<file path="config.mk">
export PLATFORM = sky130hd
export DESIGN_NAME = fifo_burst_reader
export DESIGN_NICKNAME = d
export VERILOG_FILES = /design/src/rtl/fifo_reader_pkg.sv /design/src/rtl/fifo_level_tracker.sv /design/src/rtl/fifo_burst_reader.sv
export SDC_FILE = /design/constraint.sdc
export NUM_CORES = 1
export LEC_CHECK = 0
export BUFFER_PORTS_ARGS = -buffer_cell sky130_fd_sc_hd__clkbuf_2
export CAP_MARGIN = 20
export CORE_MARGIN = 5
export CORE_UTILIZATION = 40
export DETAILED_ROUTE_END_ITERATION = 7
export GPL_TIMING_DRIVEN = 0
export PLACE_DENSITY = 0.66
export RECOVER_POWER = 50
export REMOVE_ABC_BUFFERS = 1
export SLEW_MARGIN = 0
export SYNTH_ARGS = -nofsm -noshare
export SYNTH_HDL_FRONTEND = slang
export SYNTH_HIERARCHICAL = 1
export SYNTH_SLANG_ARGS = --single-unit
</file>
<file path="constraint.sdc">
create_clock -name clk -period 3.1 [get_ports clk]
set_clock_uncertainty 0.05 [all_clocks]
set_input_delay 0.155 -clock clk [delete_from_list [all_inputs] [get_ports clk]]
set_output_delay 0.155 -clock clk [all_outputs]
set_load 0.03 [all_outputs]
</file>
<file path="src/rtl/fifo_reader_pkg.sv">
// Shared FSM encoding, default sizing and burst-length helper for the FIFO burst reader.
// Pure declarations; no latency or backpressure of its own.
package fifo_reader_pkg;

  localparam int DEF_DATA_WIDTH = 8;
  localparam int DEF_DEPTH      = 256;
  localparam int DEF_CFG_WIDTH  = 3;

  typedef enum logic [1:0] {
    IDLE = 2'd0,
    POP  = 2'd1,
    CAPT = 2'd2,
    HOLD = 2'd3
  } state_t;

  function automatic int unsigned burst_len(input int unsigned cfg);
    return 32'd1 << cfg;
  endfunction

endpackage

</file>
<file path="src/rtl/fifo_level_tracker.sv">
// Saturating up/down occupancy counter fed by the snooped push and our own pop.
// One-cycle update latency; no backpressure, saturates at 0 and DEPTH instead of wrapping.
module fifo_level_tracker
  import fifo_reader_pkg::*;
#(
  parameter int DEPTH     = DEF_DEPTH,
  parameter int LVL_WIDTH = 9
) (
  input  logic                 clk,
  input  logic                 reset,
  input  logic                 inc,
  input  logic                 dec,
  input  logic                 full,
  output logic [LVL_WIDTH-1:0] level
);

  logic up;
  logic at_max;
  logic at_min;

  // A push the FIFO refused never reached storage, so it must not be counted.
  assign up     = inc && !full;
  assign at_max = (level == LVL_WIDTH'(DEPTH));
  assign at_min = (level == '0);

  always_ff @(posedge clk or negedge reset) begin
    if (!reset) begin
      level <= '0;
    end else if (up && !dec && !at_max) begin
      level <= level + LVL_WIDTH'(1);
    end else if (dec && !up && !at_min) begin
      level <= level - LVL_WIDTH'(1);
    end
  end

endmodule

</file>
<file path="src/rtl/fifo_burst_reader.sv">
// Pops a 2^cfg-beat burst from an un-flagged FIFO and streams it out on valid/ready.
// 2 cycles start-to-first valid, >=3 cycles per beat; out_ready low holds the beat and stalls further pops.
module fifo_burst_reader
  import fifo_reader_pkg::*;
#(
  parameter int DATA_WIDTH = DEF_DATA_WIDTH,
  parameter int DEPTH      = DEF_DEPTH,
  parameter int CFG_WIDTH  = DEF_CFG_WIDTH,
  parameter int LVL_WIDTH  = 9
) (
  input  logic                  clk,
  input  logic                  reset,
  input  logic [CFG_WIDTH-1:0]  configuration,
  input  logic                  save_config,
  input  logic                  fifo_push,
  input  logic                  fifo_full,
  input  logic                  fifo_no_config,
  input  logic [DATA_WIDTH-1:0] fifo_data,
  output logic                  fifo_pop,
  input  logic                  start,
  output logic [DATA_WIDTH-1:0] out_data,
  output logic                  out_valid,
  input  logic                  out_ready,
  output logic                  busy,
  output logic                  burst_done,
  output logic                  cfg_missing,
  output logic [LVL_WIDTH-1:0]  level
);

  // Wide enough for the largest burst, 2^(2^CFG_WIDTH - 1).
  localparam int BEAT_W = 1 << CFG_WIDTH;

  state_t                state;
  state_t                state_nxt;
  logic [CFG_WIDTH-1:0]  cfg_q;
  logic [BEAT_W-1:0]     beat_cnt;
  logic [BEAT_W-1:0]     beat_cnt_nxt;
  logic                  burst_done_nxt;
  logic                  accept;
  logic                  last_beat;

  assign accept    = start && !cfg_missing && !fifo_no_config;
  assign last_beat = (beat_cnt == BEAT_W'(1));
  assign out_valid = (state == HOLD);
  assign busy      = (state != IDLE);

  fifo_level_tracker #(
    .DEPTH     (DEPTH),
    .LVL_WIDTH (LVL_WIDTH)
  ) u_level (
    .clk   (clk),
    .reset (reset),
    .inc   (fifo_push),
    .dec   (fifo_pop),
    .full  (fifo_full),
    .level (level)
  );

  always_ff @(posedge clk or negedge reset) begin
    if (!reset) begin
      state <= IDLE;
    end else begin
      state <= state_nxt;
    end
  end

  always_comb begin
    state_nxt      = state;
    beat_cnt_nxt   = beat_cnt;
    fifo_pop       = 1'b0;
    burst_done_nxt = 1'b0;
    case (state)
      IDLE: begin
        if (accept) begin
          state_nxt    = POP;
          beat_cnt_nxt = BEAT_W'(burst_len(32'(cfg_q)));
        end
      end
      POP: begin
        // Starved: wait for the writer rather than pop an empty FIFO.
        if (level != '0) begin
          fifo_pop  = 1'b1;
          state_nxt = CAPT;
        end
      end
      CAPT: state_nxt = HOLD;
      HOLD: begin
        if (out_ready) begin
          beat_cnt_nxt = beat_cnt - BEAT_W'(1);
          if (last_beat) begin
            state_nxt      = IDLE;
            burst_done_nxt = 1'b1;
          end else begin
            state_nxt = POP;
          end
        end
      end
      default: state_nxt = IDLE;
    endcase
  end

  always_ff @(posedge clk or negedge reset) begin
    if (!reset) begin
      cfg_q       <= '0;
      cfg_missing <= 1'b1;
      beat_cnt    <= '0;
      out_data    <= '0;
      burst_done  <= 1'b0;
    end else begin
      if (save_config && (state == IDLE)) begin
        cfg_q       <= configuration;
        cfg_missing <= 1'b0;
      end
      // FIFO read data is valid the cycle after the pop strobe.
      if (state == CAPT) begin
        out_data <= fifo_data;
      end
      beat_cnt   <= beat_cnt_nxt;
      burst_done <= burst_done_nxt;
    end
  end

endmodule

</file>
== Word-level counts from Yosys, hierarchy flattened ==
Index checks and enable logic that the tools add are counted.

* Add/subtract/negate cells: 3
* Reductions and logical operators: 23
* Shift-type cells: 1
* Muxes and demuxes: 15
* Eq/ne operators: 8

{| class="wikitable"
|+ Operators with widths
! kind !! number
|-
| 9-bit two-way mux || 2
|-
| 8-bit two-way mux || 2
|-
| 8-bit one-hot mux with 2 select lines || 1
|-
| 9-bit by 1-bit adder with 9-bit output, second input constant || 1
|-
| 9-bit equality test, second input constant || 1
|-
| 9-bit logical NOT || 1
|-
| 9-bit nonzero test || 1
|-
| 9-bit by 1-bit subtractor with 9-bit output, second input constant || 1
|-
| 8-bit by 1-bit equality test with 1-bit output, second input constant || 1
|-
| 1-bit logical AND || 8
|-
| 2-bit one-hot mux with 4 select lines || 1
|-
| 1-bit by 3-bit << shifter with 8-bit output, first input constant || 1
|-
| 8-bit by 1-bit subtractor with 8-bit output, second input constant || 1
|-
| 1-bit logical NOT || 7
|-
| 1-bit two-way mux || 6
|-
| 2-bit two-way mux || 3
|-
| 3-bit AND reduction || 2
|-
| 2-bit nonzero test || 3
|-
| 2-bit equality test, second input constant || 2
|-
| 2-bit != test, second input constant || 2
|-
| 2-bit by 1-bit equality test with 1-bit output, second input constant || 1
|-
| 2-bit logical NOT || 1
|-
| 2-bit by 1-bit != test with 1-bit output, second input constant || 1
|}

* Bits in registers: 32
* Input port bits: 19
* Output and inout port bits: 22

== Longest topological paths before layout ==
Gate-level depths: netlist (run 1).

* Word-level depth: 7
* Depth in mapped cells: 11

== By module ==
The synthesis (run 1) kept the hierarchy.

{| class="wikitable"
|+ Modules (own cells, without submodules)
! module !! instances !! cells each !! area an instance (um^2)
|-
| fifo_burst_reader || 1 || 121 || 1,265.0
|-
| fifo_level_tracker || 1 || 88 || 798.3
|}

== Worst setup path after synthesis (run 1) ==
Ideal clock, no wire load.

* Kind: reg-to-reg
* Start: register u_level.level[8]
* End: register u_level.level[8]
* Stages on the path, launching flop included: 10
* Path slack: -0.042 ns
* Clock period less this slack: 3.142 ns
* Data arrival time: 2.954 ns
* Library setup time: 0.138 ns
* Path through: dfrtp_1 > nor4_1 > a31oi_1 > nor2_1 > and2_1 > fa_1 > nand2b_1 > a21oi_1 > a21oi_1 > mux4_2

* Longest elaborated chain between the ends: 7
* Elaborated cells on any way between the ends: 17
* Classes of those cells: 2 x add/sub; 1 x eq/ne; 4 x mux; 10 x reduce/logical

{| class="wikitable"
|+ RTL lines
! element !! line !! RTL
|-
| start: declaration || fifo_level_tracker.sv:14 || <nowiki>output logic [LVL_WIDTH-1:0] level</nowiki>
|-
| start signal: assignment || fifo_level_tracker.sv:30 || <nowiki>level <= level + LVL_WIDTH'(1);</nowiki>
|-
| start signal: assignment || fifo_level_tracker.sv:32 || <nowiki>level <= level - LVL_WIDTH'(1);</nowiki>
|-
| 9-bit nonzero test * || fifo_burst_reader.sv:81 || <nowiki>if (level != '0) begin</nowiki>
|-
| 1-bit two-way mux * || fifo_burst_reader.sv:81 ||
|-
| 1-bit two-way mux * || fifo_burst_reader.sv:72 || <nowiki>case (state)</nowiki>
|-
| net fifo_pop || fifo_burst_reader.sv:19 || <nowiki>output logic fifo_pop,</nowiki>
|-
| 1-bit logical NOT || fifo_level_tracker.sv:29 || <nowiki>end else if (up && !dec && !at_max) begin</nowiki>
|-
| 1-bit logical AND (2 in series) || fifo_level_tracker.sv:29 ||
|-
| 9-bit two-way mux or 2-bit nonzero test (tied branches) || n/a ||
|}

Mark *: on every way through the listed nets, which the timed path passes. The rest lies on a longest branch. The select of a mux whose other input is x is not followed.
A chain may end at the register's enable or synchronous reset.

== Worst setup path after layout (run 1) ==
* Start: register u_level.level[4]
* End: register u_level.level[5]

* Longest elaborated chain between the ends: 7
* Elaborated cells on any way between the ends: 17
* Classes of those cells: 2 x add/sub; 1 x eq/ne; 4 x mux; 10 x reduce/logical

{| class="wikitable"
|+ RTL lines
! element
|-
| branches (longest 7 deep; another with 9-bit by 1-bit subtractor with 9-bit output)
|}

Several ways; the timed one is not identified. The select of a mux whose other input is x is not followed.

==> results of run 1 <==
## power by group through the flow
| stage | combinational [W] | sequential, W | clock (W) |
|---|---|---|---|
| floorplan | 0.00117 | 0.00100 | 0 |
| global placement | 0.00175 | 0.000824 | 0 |
| detailed placement | 0.00178 | 0.000832 | 0 |
| CTS | 0.00180 | 0.000829 | 0.000338 |
| global route | 0.00197 | 0.000868 | 0.000357 |
| finish | 0.00178 | 0.000833 | 0.000325 |
## placed cells by master (no fill, tap or decap), types with 2 or more instances in the layout
cell type and n:
dfrtp_1 31, clkbuf_1 21, nor4_1 5, xnor2_1 2, and3_1 2, and2_1 3, nand3_1 3, nor2_1 13
inv_1 13, o211ai_1 2, nand2_1 10, a21boi_0 2, a211oi_2 3, mux2_2 11, clkbuf_2 21, xor2_1 3
nor3b_1 3, o31ai_1 2, nor4b_1 2, nor3_1 7, ha_1 14, nand2b_1 3, clkbuf_8 6, nor2b_1 3
a21oi_1 8, a32oi_1 3, o21ai_1 5, o21ai_0 19, or3b_2 2, or4_4 2
## cells by family (layout without fill, tap and decap cells)
logic type / count (synthesis) / after routing / share of synthesized area [%]
buffers and inverters: 17 / 62 / 3.46
flip-flops: 32 / 32 / 38.9
multiplexers: 13 / 13 / 7.82
AO/OA/AOI/OAI: 58 / 58 / 19.3
XOR/XNOR: 5 / 5 / 2.12
AND/OR/NAND/NOR: 69 / 69 / 19.0
adder cells (fa/ha/maj): 15 / 15 / 9.46
## state kept, by name, summed over array words and instances, names as in the netlist
signal and flops:
beat_cnt 8, burst_done 1, cfg_missing 1, cfg_q 3, out_data 8, state 2, u_level/level 9
## area by class of cell
class / count / area share (%)
Clock buffer: 8 / 3.70
Inverter: 13 / 2.01
Multi-Input combinational cell: 160 / 50.1
Sequential cell: 32 / 33.0
Tap cell: 70 / 3.60
Timing Repair Buffer: 41 / 7.66
## per-stage QoR
step                      total power [W]  worst slack, ns  utilization (%)  hold slack [ns]  instance area, µm²
final                             0.00294            0.237             47.9           0.0443                2430
after global placement            0.00257          -0.0727             45.9            0.239                2330
after floorplan                   0.00217          -0.0421                -           -0.191                2040
after CTS                         0.00296           0.0188             48.1           0.0365                2440
after detailed placement          0.00261           -0.109             45.9            0.237                2330
after global routing              0.00320           0.0603             47.9           0.0345                2430
## metal layers
layer  share of wire, %  vias to the layer above  track usage [%]
li1                   -                      869                -
met1                 47                      840             19.2
met2                 50                       27             26.0
met3                3.2                        2             3.95
met4               0.28                        0             3.49
met5                  0                        -                0
## timing repair
item,in CTS,in global routing
gates resized for setup,2,5
setup endpoints to repair,3,3
endpoints found under the hold margin,31,0
hold buffers,1,0
## critical path, stage by stage, from the launching register on
cell and delay [ns]:
dfrtp_1 0.44, nor4_2 0.39, a31oi_2 0.25, nor2_2 0.23
nand2_2 0.16, ha_1 0.42, nor2b_1 0.19, or3b_2 0.45
nand3_1 0.09, mux2_4 0.13
## how the worst max path moves through the flow
stage                                 from               end  slack, ns  cells after the start
after global placement    u_level/level[4]  u_level/level[7]      -0.07                      9
after detailed placement  u_level/level[4]  u_level/level[7]      -0.11                      9
after floorplan           u_level/level[8]  u_level/level[8]      -0.04                      9
after global routing      u_level/level[4]  u_level/level[7]       0.06                      9
final                     u_level/level[4]  u_level/level[5]       0.24                      9
after CTS                 u_level/level[4]  u_level/level[7]       0.02                      9
==> run metrics, run 1 <==
clock tree buffer depth=2; Leakage=1.01 nW; I/O pins=41; CTS buffer count=5; Netlist cell types=54; Yosys reg bits=32; Slew @ Worst Pin=1.70 ns; CP Max Fanout=7; Worst EP arrival=3.03 ns; Post-synth ARST share=100%; Die ar.=6690 µm²; Synth Flop Type=dfrtp_1; vias per std cell=5.36; TritonCTS Sinks=32; Die W=81.8 µm; status=finished with violations; Seq pwr share=28.4%; Routed Antenna Nets=0; GPL Wtd Cong=0.815; layout cells sized above 1=22.8%; Tmin final=2.86 ns; Synth warnings=6; Buffers on Ports=40; Fill cells=512; drt first pass iters=4; final instance count without filler cells=324; largest net degree at the start of global routing=33; Starting Density=40.7%; Area growth syn-to-layout=17.9%; Critical R2R Capture=u_level/level[5]; Critical Path RT=3.27 ns; GRT overflow=0; synthesized area per cell=9.87 µm²; FP Rows=26; main area contributors after synthesis=dfrtp_1, ha_1, mux2_2, o21ai_0, nor2_1; Hold Path Class=in -> reg; routed vias=1738; failing checks=capacitance limit, slew limit; final hold violation count=0; Reg clk slew, reported paths=0.07 ns; worst vdd ir=0.719 mV; RSZ-0062 raised after global routing=no; mapped cell area=2060 µm²; final worst-path cycle share=92.4%; Synth top cells by count=dfrtp_1, o21ai_0, ha_1, nor2_1, inv_1; Post-Route WL=4610 µm; Yosys top cell area share=37.6%; Max Slew Vio Count=33; internal power=0.00149 W; endpoint of the worst hold path=burst_done; Hold Crit Depth=3; CORE AREA=5070 µm²; antenna diode count=0; part of the Yosys area used for sequential elements=38.9%; Slew headroom=-13.3%; final net count=287; Seq. cell area=802 µm²; TritonCTS clock tree=done; reg2reg start=u_level/level[4]; Yosys top cell by area=dfrtp_1; CTS root buffer=clkbuf_8; Gate power share=60.6%; max cap viols=1; dpl cells=315; # H-tree levels=2; HPWL after DPL=3470 µm; clk_lat worst skew=0.27 ns; crit end category=register; FMAX=0.349 GHz; Worst Hold Launch=out_ready; EDFF count, synth=0; crit path kind=reg -> reg; Final setup viols=0; Post-CTS Setup Bufs=0; initial antenna violation count=0; number of global-route vias before repair=1726; GRT Util Overall=15.2%; die height=81.8 µm; Syn Inst Count=209; initial DRC count=95; r2r setup slk=0.24 ns; WL/cell=14.2 µm; Pwr Density=1210 nW/µm²; first-pass GRT wire length=7890 µm; count leader, synth=dfrtp_1; sw frac=49.1%; drc violations=0; Fin Setup TNS=0 ns; Critical Path Start Type=register; FF-to-FF path depth=9; net load switching power=0.00144 W; clock power share=11.1%; multi-input logic area=1220 µm²
Power figures use the tool's default switching activity.
==> run 2, diff against run 1 <==
Settings changed: CTS_BUF_LIST set to sky130_fd_sc_hd__clkbuf_8, HOLD_SLACK_MARGIN set to 0.06.
==> run 2 against run 1 <==
  * The run still ends with capacitance limit, slew limit left
  * Via count grew 3.2%
  * Setup slack lost 0.00066 ns
  * Hold slack gained 0.030 ns
  * Flip-flop and latch count is the same
  * Sequential share of layout area shrank 1.4 points
  * Final cell count grew 3.4%
  * Maximum frequency is essentially flat
  * Largest power group unchanged
  * Combinational power is essentially flat
  * Critical path type unchanged
  * Clock-buffer cell count shrank 2
==> run metrics, run 2 (synthesis results as in run 1) <==
status=finished with violations; failing checks=capacitance limit, slew limit; Die ar.=6690 µm²; Buffers on Ports=40; number of global-route vias before repair=1765; Seq pwr share=28.3%; layout cells sized above 1=21.9%; Starting Density=40.7%; Regs by FF count=u_level/level: 9 flops, beat_cnt: 8 flops, out_data: 8 flops; GRT Util Overall=15.6%; r2r setup slk=0.24 ns; CTS buffer count=5; largest net degree at the start of global routing=33; CTS root buffer=clkbuf_8; clock tree buffer depth=2; antenna diode count=0; CP Max Fanout=7; Worst EP arrival=3.03 ns; die height=81.8 µm; FMAX=0.349 GHz; first-pass GRT wire length=8080 µm; worst vdd ir=0.717 mV; drt first pass iters=4; Post-Route WL=4740 µm; Critical Path Start Type=register; slack of the critical path=0.236 ns; Reg clk slew, reported paths=0.07 ns; commonest non-fill, non-tap cell in the layout=dfrtp_1; Worst Hold Launch=configuration[0]; TritonCTS clock tree=done; Leakage=1.07 nW; Max Slew Vio Count=33; crit end category=register; met2 Use GR=27.1%; final net count=298; Critical Path RT=3.27 ns; GPL Wtd Cong=0.815; Critical R2R Capture=u_level/level[5]; Seq. cell area=802 µm²; Worst Setup SP=u_level/level[4]; Area growth syn-to-layout=23.2%; met1 usage=19.5%; area post-placement=2330 µm²; Pwr Total=0.00294 W; Finished Core Util=50.1%; reg2reg start=u_level/level[4]; Slew @ Worst Pin=1.70 ns; HPWL after DPL=3470 µm; internal power=0.00150 W; max cap viols=1; pre-CTS WS=-0.109 ns; Tmin final=2.86 ns; routed vias=1793; drc violations=0; most frequent cells in the layout=dfrtp_1, clkbuf_2, o21ai_0, clkbuf_1, inv_1; Pwr Density=1160 nW/µm²; Slew headroom=-13.3%; initial antenna violation count=0; net load switching power=0.00144 W; M3 GR Usage=3.95%; clk_lat worst skew=0.27 ns; busiest metal layer after global routing=met2; final hold violation count=0; Final setup viols=0; design area=2540 µm²; register name with the most flops=u_level/level; Die W=81.8 µm; Hold Path Class=in -> reg; Fin Setup TNS=0 ns; WL/cell=14.2 µm; crit path kind=reg -> reg; Fill cells=506; max FFs per register=9; multi-input logic area=1220 µm²; initial DRC count=80; vias per std cell=5.35; final worst-path cycle share=92.4%; GRT overflow=0; FF-to-FF path depth=9; CORE AREA=5070 µm²; Routed Antenna Nets=0; Setup crit end=u_level/level[5]; sw frac=49.1%; FP Rows=26; RSZ-0062 raised after global routing=no; I/O pins=41; # H-tree levels=2; TritonCTS Sinks=32; clock power share=10.9%; Gate power share=60.8%
run 2: power groups by stage:
stage	clock network (W)	logic (W)	registers (W)
floorplan	0	0.00117	0.00100
global placement	0	0.00175	0.000824
detailed placement	0	0.00178	0.000832
CTS	0.000332	0.00181	0.000829
global route	0.000351	0.00198	0.000868
finish	0.000320	0.00179	0.000832
run 2: what timing repair did:
action                                  4_1_cts  5_1_grt
endpoints found under the setup margin        3        3
resized for setup                             2        5
buffers inserted                              0        0
hold buffers                                 10        2
endpoints found under the hold margin        40        2
run 2: final cells by class:
class	count	area share (%)
tap	70	3.44
timing repair buffer	52	11.7
inverter	13	1.92
sequential	32	31.5
clock buffer	6	3.25
multi-input combinational	160	47.9
clock inverter	2	0.295
run 2: how the worst min path moves through the flow:
stage | end | depth (start not counted)
2_1_floorplan | beat_cnt[0] | 0
3_3_place_gp | beat_cnt[0] | 1
4_1_cts | out_data[7] | 2
3_5_place_dp | beat_cnt[0] | 1
5_1_grt | cfg_q[0] | 2
6_report | cfg_q[0] | 2
run 2: per-stage QoR:
stage	hold slack [ns]	std cells
floorplan	-0.191	205
global placement	0.239	315
detailed placement	0.237	315
CTS	0.0610	333
global route	0.0773	335
finish	0.0747	335
run 2: routing by layer:
metal | vias up | part of all wire (%)
met1 | 862 | 45
met5 | - | 0
met2 | 38 | 50
met3 | 4 | 3.7
met4 | 0 | 0.57
li1 | 889 | -
run 2: critical path: stages (launching register included):
cell	delay [ns]
dfrtp_1	0.44
nor4_2	0.39
a31oi_2	0.25
nor2_2	0.23
nand2_2	0.16
ha_1	0.42
nor2b_1	0.19
or3b_2	0.45
nand3_1	0.09
mux2_4	0.13
